==> src/rtl/bf_code_loader.sv <==
// bf_code_loader
// Writer side of the brainfuck core's code-fetch path. Accepts program text
// over a valid/ready byte stream, writes it into the code RAM from address 0,
// zero-fills the remainder of the RAM and then releases the core from reset.
//
// Parameters:
//   ADDR_W     code address width (matches core addr_code)
//   DEPTH      code RAM depth in bytes, must equal 2**ADDR_W
//
// Ports:
//   clk        system clock, rising edge
//   reset      asynchronous active-low reset
//   load       single-cycle pulse, starts/restarts a program load
//   in_valid   in_data holds a program byte
//   in_data    program byte (ASCII), 0x00 terminates the program
//   in_ready   combinational, high while loading and load is low
//   wr_en      registered code-RAM write enable
//   wr_addr    registered code-RAM write address
//   wr_data    registered code-RAM write data
//   core_reset registered active-low reset to the core (0 holds it)
//   busy       registered, high during load and zero-fill
//   length     program bytes stored by the last completed load
//   overflow   sticky, last load was truncated at DEPTH-1
//
// Build option:
//   BF_LOADER_FILTER_EN  when defined, only the eight brainfuck characters
//                        and the 0x00 terminator are stored; other bytes are
//                        consumed and dropped.

module bf_code_loader #(
  parameter int ADDR_W = 9,
  parameter int DEPTH  = 512
) (
  input  logic              clk,
  input  logic              reset,
  input  logic              load,
  input  logic              in_valid,
  input  logic [7:0]        in_data,
  output logic              in_ready,
  output logic              wr_en,
  output logic [ADDR_W-1:0] wr_addr,
  output logic [7:0]        wr_data,
  output logic              core_reset,
  output logic              busy,
  output logic [ADDR_W-1:0] length,
  output logic              overflow
);

  localparam logic [1:0] S_IDLE = 2'd0;
  localparam logic [1:0] S_LOAD = 2'd1;
  localparam logic [1:0] S_FILL = 2'd2;
  localparam logic [1:0] S_RUN  = 2'd3;

  localparam logic [ADDR_W-1:0] LAST_ADDR = ADDR_W'(DEPTH - 1);

  logic [1:0]        state;
  logic [ADDR_W-1:0] addr;
  logic              hs;
  logic              keep;

  assign in_ready = (state == S_LOAD) && !load;
  assign hs       = in_valid && in_ready;

`ifdef BF_LOADER_FILTER_EN
  always_comb begin
    keep = 1'b0;
    case (in_data)
      8'h2B, 8'h2D, 8'h3C, 8'h3E, 8'h5B, 8'h5D, 8'h2E, 8'h2C, 8'h00: keep = 1'b1;
      default: keep = 1'b0;
    endcase
  end
`else
  assign keep = 1'b1;
`endif

  always_ff @(posedge clk or negedge reset) begin
    if (!reset) begin
      state      <= S_IDLE;
      addr       <= '0;
      core_reset <= 1'b0;
      busy       <= 1'b0;
      wr_en      <= 1'b0;
      wr_addr    <= '0;
      wr_data    <= '0;
      length     <= '0;
      overflow   <= 1'b0;
    end else begin
      wr_en <= 1'b0;
      if (load) begin
        state      <= S_LOAD;
        addr       <= '0;
        overflow   <= 1'b0;
        core_reset <= 1'b0;
        busy       <= 1'b1;
      end else begin
        case (state)
          S_LOAD: begin
            // Filtered-out bytes complete the handshake but leave addr alone.
            if (hs && keep) begin
              wr_en   <= 1'b1;
              wr_addr <= addr;
              if (in_data == 8'h00) begin
                wr_data <= '0;
                length  <= addr;
                if (addr == LAST_ADDR) begin
                  state      <= S_RUN;
                  busy       <= 1'b0;
                  core_reset <= 1'b1;
                end else begin
                  addr  <= addr + ADDR_W'(1);
                  state <= S_FILL;
                end
              end else if (addr == LAST_ADDR) begin
                // Last slot is reserved for the terminator: truncate here.
                wr_data    <= '0;
                length     <= LAST_ADDR;
                overflow   <= 1'b1;
                state      <= S_RUN;
                busy       <= 1'b0;
                core_reset <= 1'b1;
              end else begin
                wr_data <= in_data;
                addr    <= addr + ADDR_W'(1);
              end
            end
          end
          S_FILL: begin
            wr_en   <= 1'b1;
            wr_addr <= addr;
            wr_data <= '0;
            if (addr == LAST_ADDR) begin
              state      <= S_RUN;
              busy       <= 1'b0;
              core_reset <= 1'b1;
            end else begin
              addr <= addr + ADDR_W'(1);
            end
          end
          default: begin
            // IDLE and RUN hold until load or reset.
          end
        endcase
      end
    end
  end

endmodule

==> config.mk <==
export PLATFORM = sky130hd
export DESIGN_NAME = bf_code_loader
export DESIGN_NICKNAME = d
export VERILOG_FILES = /design/src/rtl/bf_code_loader.sv
export SDC_FILE = /design/constraint.sdc
export NUM_CORES = 1
export LEC_CHECK = 0
export CORE_ASPECT_RATIO = 0.6
export CORE_MARGIN = 2
export CORE_UTILIZATION = 45
export CTS_BUF_LIST = sky130_fd_sc_hd__clkbuf_8
export CTS_CLUSTER_DIAMETER = 60
export CTS_CLUSTER_SIZE = 16
export DETAILED_ROUTE_END_ITERATION = 7
export PLACE_DENSITY = 0.72
export SKIP_CTS_REPAIR_TIMING = 1
export SLEW_MARGIN = 20
export SYNTH_ARGS = -nofsm -noshare
export SYNTH_HDL_FRONTEND = slang
export SYNTH_SLANG_ARGS = --single-unit
==> constraint.sdc <==
create_clock -name clk -period 2.2 [get_ports clk]
set_input_delay 0.33 -clock clk [delete_from_list [all_inputs] [get_ports clk]]
set_output_delay 0.33 -clock clk [all_outputs]
set_load 0.05 [all_outputs]
* Yosys cells after proc, flatten, opt, wreduce, memory -nomap -nowiden
Cells that the tools add are included.
** Storage, ports and cells
- Flip-flop bits (word level) :: 41
- Input port bits :: 12
- Output and inout port bits :: 31
** Operators by class
- Add/subtract/negate cells :: 1
- Equality and inequality tests :: 6
- Muxes and demuxes :: 34
- Bitwise operators :: 1
- Reduce and logical (&&, ||, !) cells :: 14
** Operators by type and width (count)
- $mux 9 :: 6
- $pmux 9 s2 :: 2
- $mux 8 :: 3
- $pmux 8 s2 :: 1
- $mux 1 :: 14
- $reduce_bool 2->1 :: 5
- $add 9x1->9 const B :: 1
- $eq 9x9->1 const B :: 1
- $logic_not 8->1 :: 1
- $mux 2 :: 4
- $reduce_and 4->1 :: 2
- $pmux 1 s2 :: 3
- $ne 2x2->1 const B :: 2
- $pmux 2 s2 :: 1
- $ne 3x3->1 const B :: 1
- $reduce_and 3->1 :: 1
- $reduce_bool 3->1 :: 1
- $eq 2x1->1 const B :: 1
- $eq 2x2->1 const B :: 1
- $logic_and 1x1->1 :: 2
- $reduce_and 2->1 :: 1
- $logic_not 1->1 :: 1
- $not 1->1 :: 1

* Longest topological paths before layout
Gate-level depths: netlist of run 1.
- Depth after elaboration :: 6
- Depth in mapped cells :: 9
- Mapped depth without buffers :: 7

* Worst setup path before layout of run 1
No wires, ideal clock.
- Path type :: register -> register
- Start point :: register addr[0]
- End point :: register addr[7]
- Library setup time :: 0.125 ns
- Arrival time :: 1.825 ns
- Path slack :: 0.250 ns
- Cell stages (with the launch flop) :: 9
- Buffers on the path :: 1
- Clock period less this slack :: 1.950 ns
- Cells stage by stage :: dfrtp_1 ha_1 nand2_1 nor3_1 ha_1 clkbuf_1 nand3b_1 nor4_1 mux2_2
** On the way
- Cells in the longest elaborated chain, start to end :: 5
- Elaborated cells between the ends (all ways) :: 6
- Classes of those cells :: 1 x add/sub; 1 x eq/ne; 4 x mux
** Ends and longest elaborated chain
- from (decl) :: line 57 : logic [ADDR_W-1:0] addr;
- from (signal assigned) :: line 110 : addr <= addr + ADDR_W'(1);
- from (signal assigned) :: line 123 : addr <= addr + ADDR_W'(1);
- from (signal assigned) :: line 136 : addr <= addr + ADDR_W'(1);
- $add 9x1->9 / $eq 9x9->1 (equally long branches)
- $mux 9 * :: line 105, 113, 131
- $mux 9 :: line 99 : if (hs && keep) begin
- $pmux 9 s2 * :: line 96 : case (state)
- $mux 9 * :: line 89 : if (load) begin
Mark *: on every way between the ends. The rest lies on a longest branch, timed or not. The select of a mux whose other input is x is not followed.
A chain may end at the register's enable or synchronous reset.

* Worst setup path in the final report of run 1
Same ends and word-level chain as after synthesis.

==> flow_summary.ini, run 1 <==
[yosys]
synth_top_area_share = 0.526
synth_xor_area_frac = 0
syn_area_per_cell_um2 = 10.7
synth_largest_area_cell = dfrtp_1
syn_nets = 199
synth_flop_cell = dfrtp_1
ys_top_cells_by_area = dfrtp_1 (53%), mux2_2 (6.4%), o221a_1 (5.2%), mux2i_1 (4.6%), o21ai_0 (3.9%)
synth_top_family_by_area = compound AO/OA/AOI/OAI gates
synthAdderAreaFrac = 0.0321
synth-async-reset-ratio = 1.00
synth-edff-count = 0
synthMuxAreaShare = 0.110
synth-simple-area-share = 0.124
yosysWarningCount = 0
yosysMostFrequentCell = dfrtp_1
synth_compound_area_frac = 0.155
syn_inst = 182
ys_ff_latch = 41
synth_common_cells = dfrtp_1 (41), inv_1 (15), o21ai_0 (15)
ys_seq_area_frac = 0.526
synth_area_um2 = 1950
netlist-cell-type-count = 31

[clock_network]
path_clk_slew_ns = 0.08
clockBufferDepth = 2
clock_sinks = 41
clock_latency_ns = 0.29
htreeDepth = 2
cts_buffers = 5
clock-root-buffer = clkbuf_8
cts_tree = yes

[global_routing]
antenna_found_initial = 0
use_met2 = 0.256
gr-max-usage-layer = met1
grt_pass1_vias = 1402
grt_max_degree = 18
overflow = 0
grt_pass1_wl_um = 7130
use_met1 = 0.327
track_usage = 0.203
gr-usage-met3 = 0.0504

[route]
postRouteWirelength_um = 4420
antenna_left = 0
drc = 0
drtIter0Drc = 55
firstDrtPassIters = 4
routed_via_density = 5.25
dr_total_vias = 1553
post_drt_wl_per_cell_um = 14.9

[critical_path]
reg2reg_slack_ns = 0.19
startpoint_type = register
slowest_delay_ns = 0.40
r2r-end = addr[7]$_DFFE_PN0P_
crit_path_cell_trace = ha_1 > nand2_1 > nor3_1 > ha_1 > nand3b_1 > nor4_1 > mux2_2
crit_buf_inv = 0
slowest_stage = dfrtp_1
critPathTopFamily = simple AND/OR/NAND/NOR gates
endpoint_kind = register
reg2reg_depth = 7
r2r-start = addr[0]$_DFFE_PN0P_
critPathArrivalTime_ns = 2.19
cp_max_fo = 5
worstSetupPathType = reg -> reg
required_ns = 2.38
path_common_cell = ha_1

[floorplanning]
start_util = 0.470
ioPinCount = 43
die_h_um = 55.0
core_area_um2 = 4140
std_cell_rows = 18
dieArea_um2 = 4890
die_x_um = 89.0

[final_layout]
fill_cells = 363
drive_above_1_share = 0.148
multi_input_area_um2 = 820
antenna_cells = 0
design_area_um2 = 2620
fin_nets = 253
seqCellArea_um2 = 1030
fin_util = 0.631
area_growth_pct = 34.2
instances_no_fill = 296

[sta]
grt_setup_unrepaired = no
fin_skew_ns = 0.00666
setup_violations = 0
min_period_over_period = 0.915
fin_crit_ns = 2.01
slew_violations = 0
fmax_mhz = 497
tightest_slew_ns = 0.500
slew_headroom = 0.665
finalSetupTns_ns = 0
hold_viol = 0
worst_hold_slack_ns = 0.428

[job]
drv_cap = 0

[placed_design]
place_congestion = 0.775
placedCellCount = 288
port_buffers = 42
dpl_cell_area_um2 = 2520
hpwl_um = 3340

[outcome]
status = completed

[power]
vdd_drop_max_v = 0.000411
leakage_uw = 0.00121
power.density_nw_per_um2 = 604

[min_path]
min_path_type = in -> async
-- stage by stage --
stage | total power (µW) | worst slack, ns
after floorplan | 979 | 0.250
after global placement | 1110 | 0.00834
after detailed placement | 1110 | -0.0188
after CTS | 1590 | 0.198
after global routing | 1640 | 0.0562
final | 1580 | 0.187
-- area by class of cell --
| type | count | share of cell area |
|---|---|---|
| Clock buffer | 6 | 0.0316 |
| Inverter | 15 | 0.0215 |
| Timing Repair Buffer | 57 | 0.211 |
| Multi-Input combinational cell | 116 | 0.313 |
| Tap cell | 60 | 0.0287 |
| Clock inverter | 1 | 0.00143 |
| Sequential cell | 41 | 0.392 |
-- cell families after synthesis --
| logic type | after synthesis |
|---|---|
| compound gates | 44 |
| fa+ha+maj | 5 |
| buf+inv | 25 |
| flops | 41 |
| mux | 20 |
| simple gates | 47 |
-- worst max path at each step --
| stage | startpoint | endpoint | slack [ns] | cells after the start |
|---|---|---|---|---|
| finish | addr[0]$_DFFE_PN0P_ | addr[7]$_DFFE_PN0P_ | 0.19 | 7 |
| global route | addr[3]$_DFFE_PN0P_ | wr_data[3]$_DFFE_PN0P_ | 0.06 | 8 |
| CTS | addr[0]$_DFFE_PN0P_ | addr[7]$_DFFE_PN0P_ | 0.20 | 7 |
| detailed placement | in_data[5] | length[4]$_DFFE_PN0P_ | -0.02 | 4 |
| global placement | in_data[4] | length[5]$_DFFE_PN0P_ | 0.008 | 4 |
| floorplan | addr[0]$_DFFE_PN0P_ | addr[7]$_DFFE_PN0P_ | 0.25 | 8 |
-- worst reg2reg max path: stages, from the launching register on --
cell	delay, ns
dfrtp_1	0.40
ha_1	0.22
nand2_1	0.06
nor3_1	0.06
ha_1	0.21
nand3b_1	0.25
nor4_1	0.32
mux2_2	0.38
-- sequential cells by signal, indices dropped and copies added (netlist names) --
signal      cells
core_reset      1
wr_data         8
state           2
overflow        1
length          9
wr_addr         9
busy            1
addr            9
wr_en           1
-- routing by layer --
metal  up-vias  wire [µm]  share of wire
met5         -          0              0
met4         0         46          0.010
met3         4        161          0.036
met2        38       1680           0.38
met1       750       2530           0.57
li1        761          -              -
-- report_power, final --
group | switching [µW] | leakage (µW) | internal, µW
clock | 241 | 0.0000485 | 244
sequential | 14.6 | 0.000540 | 783
combinational | 186 | 0.000622 | 110
total | 442 | 0.00121 | 1140
-- layout by cell type (no fill, tap or decap), types with 6 or more instances in the layout --
| cell | count |
|---|---|
| o221a_1 | 9 |
| mux2_2 | 11 |
| mux2i_1 | 9 |
| buf_4 | 13 |
| dfrtp_1 | 41 |
| nand2_1 | 11 |
| nor2_1 | 14 |
| inv_1 | 16 |
| a21oi_1 | 11 |
| clkdlybuf4s50_1 | 40 |
| o21ai_0 | 15 |
| clkbuf_8 | 6 |
(Power assumes the default switching activity.)
==> inputs of run 2 (changes only) <==
Settings changed: GPL_ROUTABILITY_DRIVEN set to 1.
==> results of run 2 <==
No change in the layout: final DEF, timing and power equal those of run 1.
==> inputs of run 3 (changes only) <==
Settings changed: CORE_MARGIN 2 to not set, HOLD_SLACK_MARGIN set to 0.1.
==> run 3 against run 2 <==
Compared with the run above:
- cell area fell by 0.67%
- routed wire length rose by 8.8%
- highest routed layer unchanged
- clock skew barely moved
- total power rose by 1.3%
- critical path type unchanged
- count of clock-buffer cells in the layout did not move
- largest cell class unchanged
- core utilization fell by 0.080 points
- die area fell by 5.8%
- clock power rose by 4.5%
- flip-flop and latch count did not move
- sequential share of layout area rose by 0.36 points
- register-to-register slack got worse by 0.05 ns
==> flow_summary.ini, run 3 (synthesis results as in run 1) <==
[outcome]
status = completed

[placed_design]
place_congestion = 0.812
hpwl_um = 3450
port_buffers = 42
dpl_cell_area_um2 = 2500
placedCellCount = 286
place_ws_ns = -0.0257

[sta]
worst_hold_slack_ns = 0.159
hold_viol = 0
fmax_mhz = 484
tightest_slew_ns = 0.907
fin_crit_ns = 2.07
grt_setup_unrepaired = no
setup_violations = 0
min_period_over_period = 0.940
slew_violations = 0
timing.final.ws_setup_ns = 0.133
slew_headroom = 0.396
fin_skew_ns = 0.00687

[critical_path]
startpoint_type = register
slowest_delay_ns = 0.43
worstSetupPathType = reg -> reg
critPathArrivalTime_ns = 2.28
crit_start = addr[0]$_DFFE_PN0P_
slowest_stage = or4_1
crit_end = addr[4]$_DFFE_PN0P_
r2r-end = addr[4]$_DFFE_PN0P_
endpoint_kind = register
reg2reg_slack_ns = 0.13
r2r-start = addr[0]$_DFFE_PN0P_
cp_max_fo = 14
required_ns = 2.42
path_common_cell = ha_1
crit_path_cell_trace = ha_1 > nand2_1 > nor3_2 > ha_1 > buf_4 > nand2b_1 > or4_1 > a21oi_1
reg2reg_depth = 8

[job]
drv_cap = 0

[final_layout]
drive_above_1_share = 0.155
final_common_cell = clkdlybuf4s50_1
design_area_um2 = 2600
reg_top3 = addr: 9 flops, length: 9 flops, wr_addr: 9 flops
area_growth_pct = 33.3
instances_no_fill = 293
layout_common_cells = clkdlybuf4s50_1 (40), dfrtp_1 (39), inv_1 (16)
antenna_cells = 0
fin_nets = 250
fill_cells = 330

[min_path]
min_path_type = in -> async

[floorplanning]
die_x_um = 87.0
core_area_um2 = 4120
dieArea_um2 = 4610
die_h_um = 53.0
start_util = 0.473
std_cell_rows = 18
ioPinCount = 43

[clock_network]
clockBufferDepth = 2
cts_tree = yes
clock_sinks = 41
path_clk_slew_ns = 0.08
htreeDepth = 2
clock-root-buffer = clkbuf_8
clock_latency_ns = 0.30
cts_buffers = 5

[global_routing]
grt_max_degree = 42
overflow = 0
gr-usage-met3 = 0.0640
use_met2 = 0.327
use_met1 = 0.350
track_usage = 0.233
grt_pass1_wl_um = 7800
antenna_found_initial = 0
gr-max-usage-layer = met1
grt_pass1_vias = 1514

[route]
routed_via_density = 5.47
drc = 0
antenna_left = 0
drtIter0Drc = 88
dr_total_vias = 1603
firstDrtPassIters = 4
postRouteWirelength_um = 4810
post_drt_wl_per_cell_um = 16.4

[power]
intPower_uw = 1130
combPwrFrac = 0.184
leakage_uw = 0.00119
power.density_nw_per_um2 = 616
vdd_drop_max_v = 0.000351
p_sw_frac = 0.291
switchingPower_uw = 466
pwr-share-seq = 0.499
p_clk_frac = 0.317
finalPower_uw = 1600
[run 3: cell types whose count changed in the layout (fill, tap and decap cells not counted), sizes merged]
cell / change
dlygate4sd3: -1
buf: -2
[run 3: worst min-delay path by stage]
| stage | slack [ns] | from | depth (start not counted) | to |
|---|---|---|---|---|
| global route | 0.24 | reset | 1 | wr_data[0]$_DFFE_PN0P_ |
| global placement | 0.47 | busy$_DFFE_PN0P_ | 1 | busy$_DFFE_PN0P_ |
| finish | 0.16 | reset | 1 | wr_data[2]$_DFFE_PN0P_ |
| detailed placement | 0.50 | wr_addr[0]$_DFFE_PN0P_ | 1 | wr_addr[0]$_DFFE_PN0P_ |
| floorplan | 0.03 | reset | 0 | addr[0]$_DFFE_PN0P_ |
| CTS | 0.20 | reset | 1 | wr_data[0]$_DFFE_PN0P_ |
[run 3: power by group through the flow]
stage	sequential [µW]	clock [µW]	combinational (µW)
2_1_floorplan	912	0	66.9
3_3_place_gp	812	0	288
3_5_place_dp	814	0	294
4_1_cts	799	506	296
5_1_grt	802	545	314
6_report	799	507	294
[run 3: worst max-delay path, delay by kind of cell, from the launching register on]
family,cells,cell delay (ns)
AO/OA/AOI/OAI,1,0.17
adder cells (fa/ha/maj),2,0.44
buffers and inverters,1,0.19
flip-flops,1,0.40
AND/OR/NAND/NOR,4,0.78
[run 3: layer usage]
layer	vias up	wire length [µm]
met4	0	47
met5	-	0
met2	32	2120
met3	5	168
met1	809	2470
li1	757	-
[run 3: through the flow]
step	setup TNS, ns	util
floorplan	0	-
detailed placement	-0.156	0.608
finish	0	0.631
CTS	0	0.629
global route	0	0.631
global placement	0	0.608
[run 3: area by class of cell]
class                   count  area [µm²]  area share
flip-flops and latches     41        1030       0.396
well taps                  60        75.1      0.0289
repair buffers             54         528       0.203
clock buffers               6        82.6      0.0318
multi-input cells         116         825       0.317
inverters                  15        56.3      0.0217
clock inverters             1        3.75     0.00144
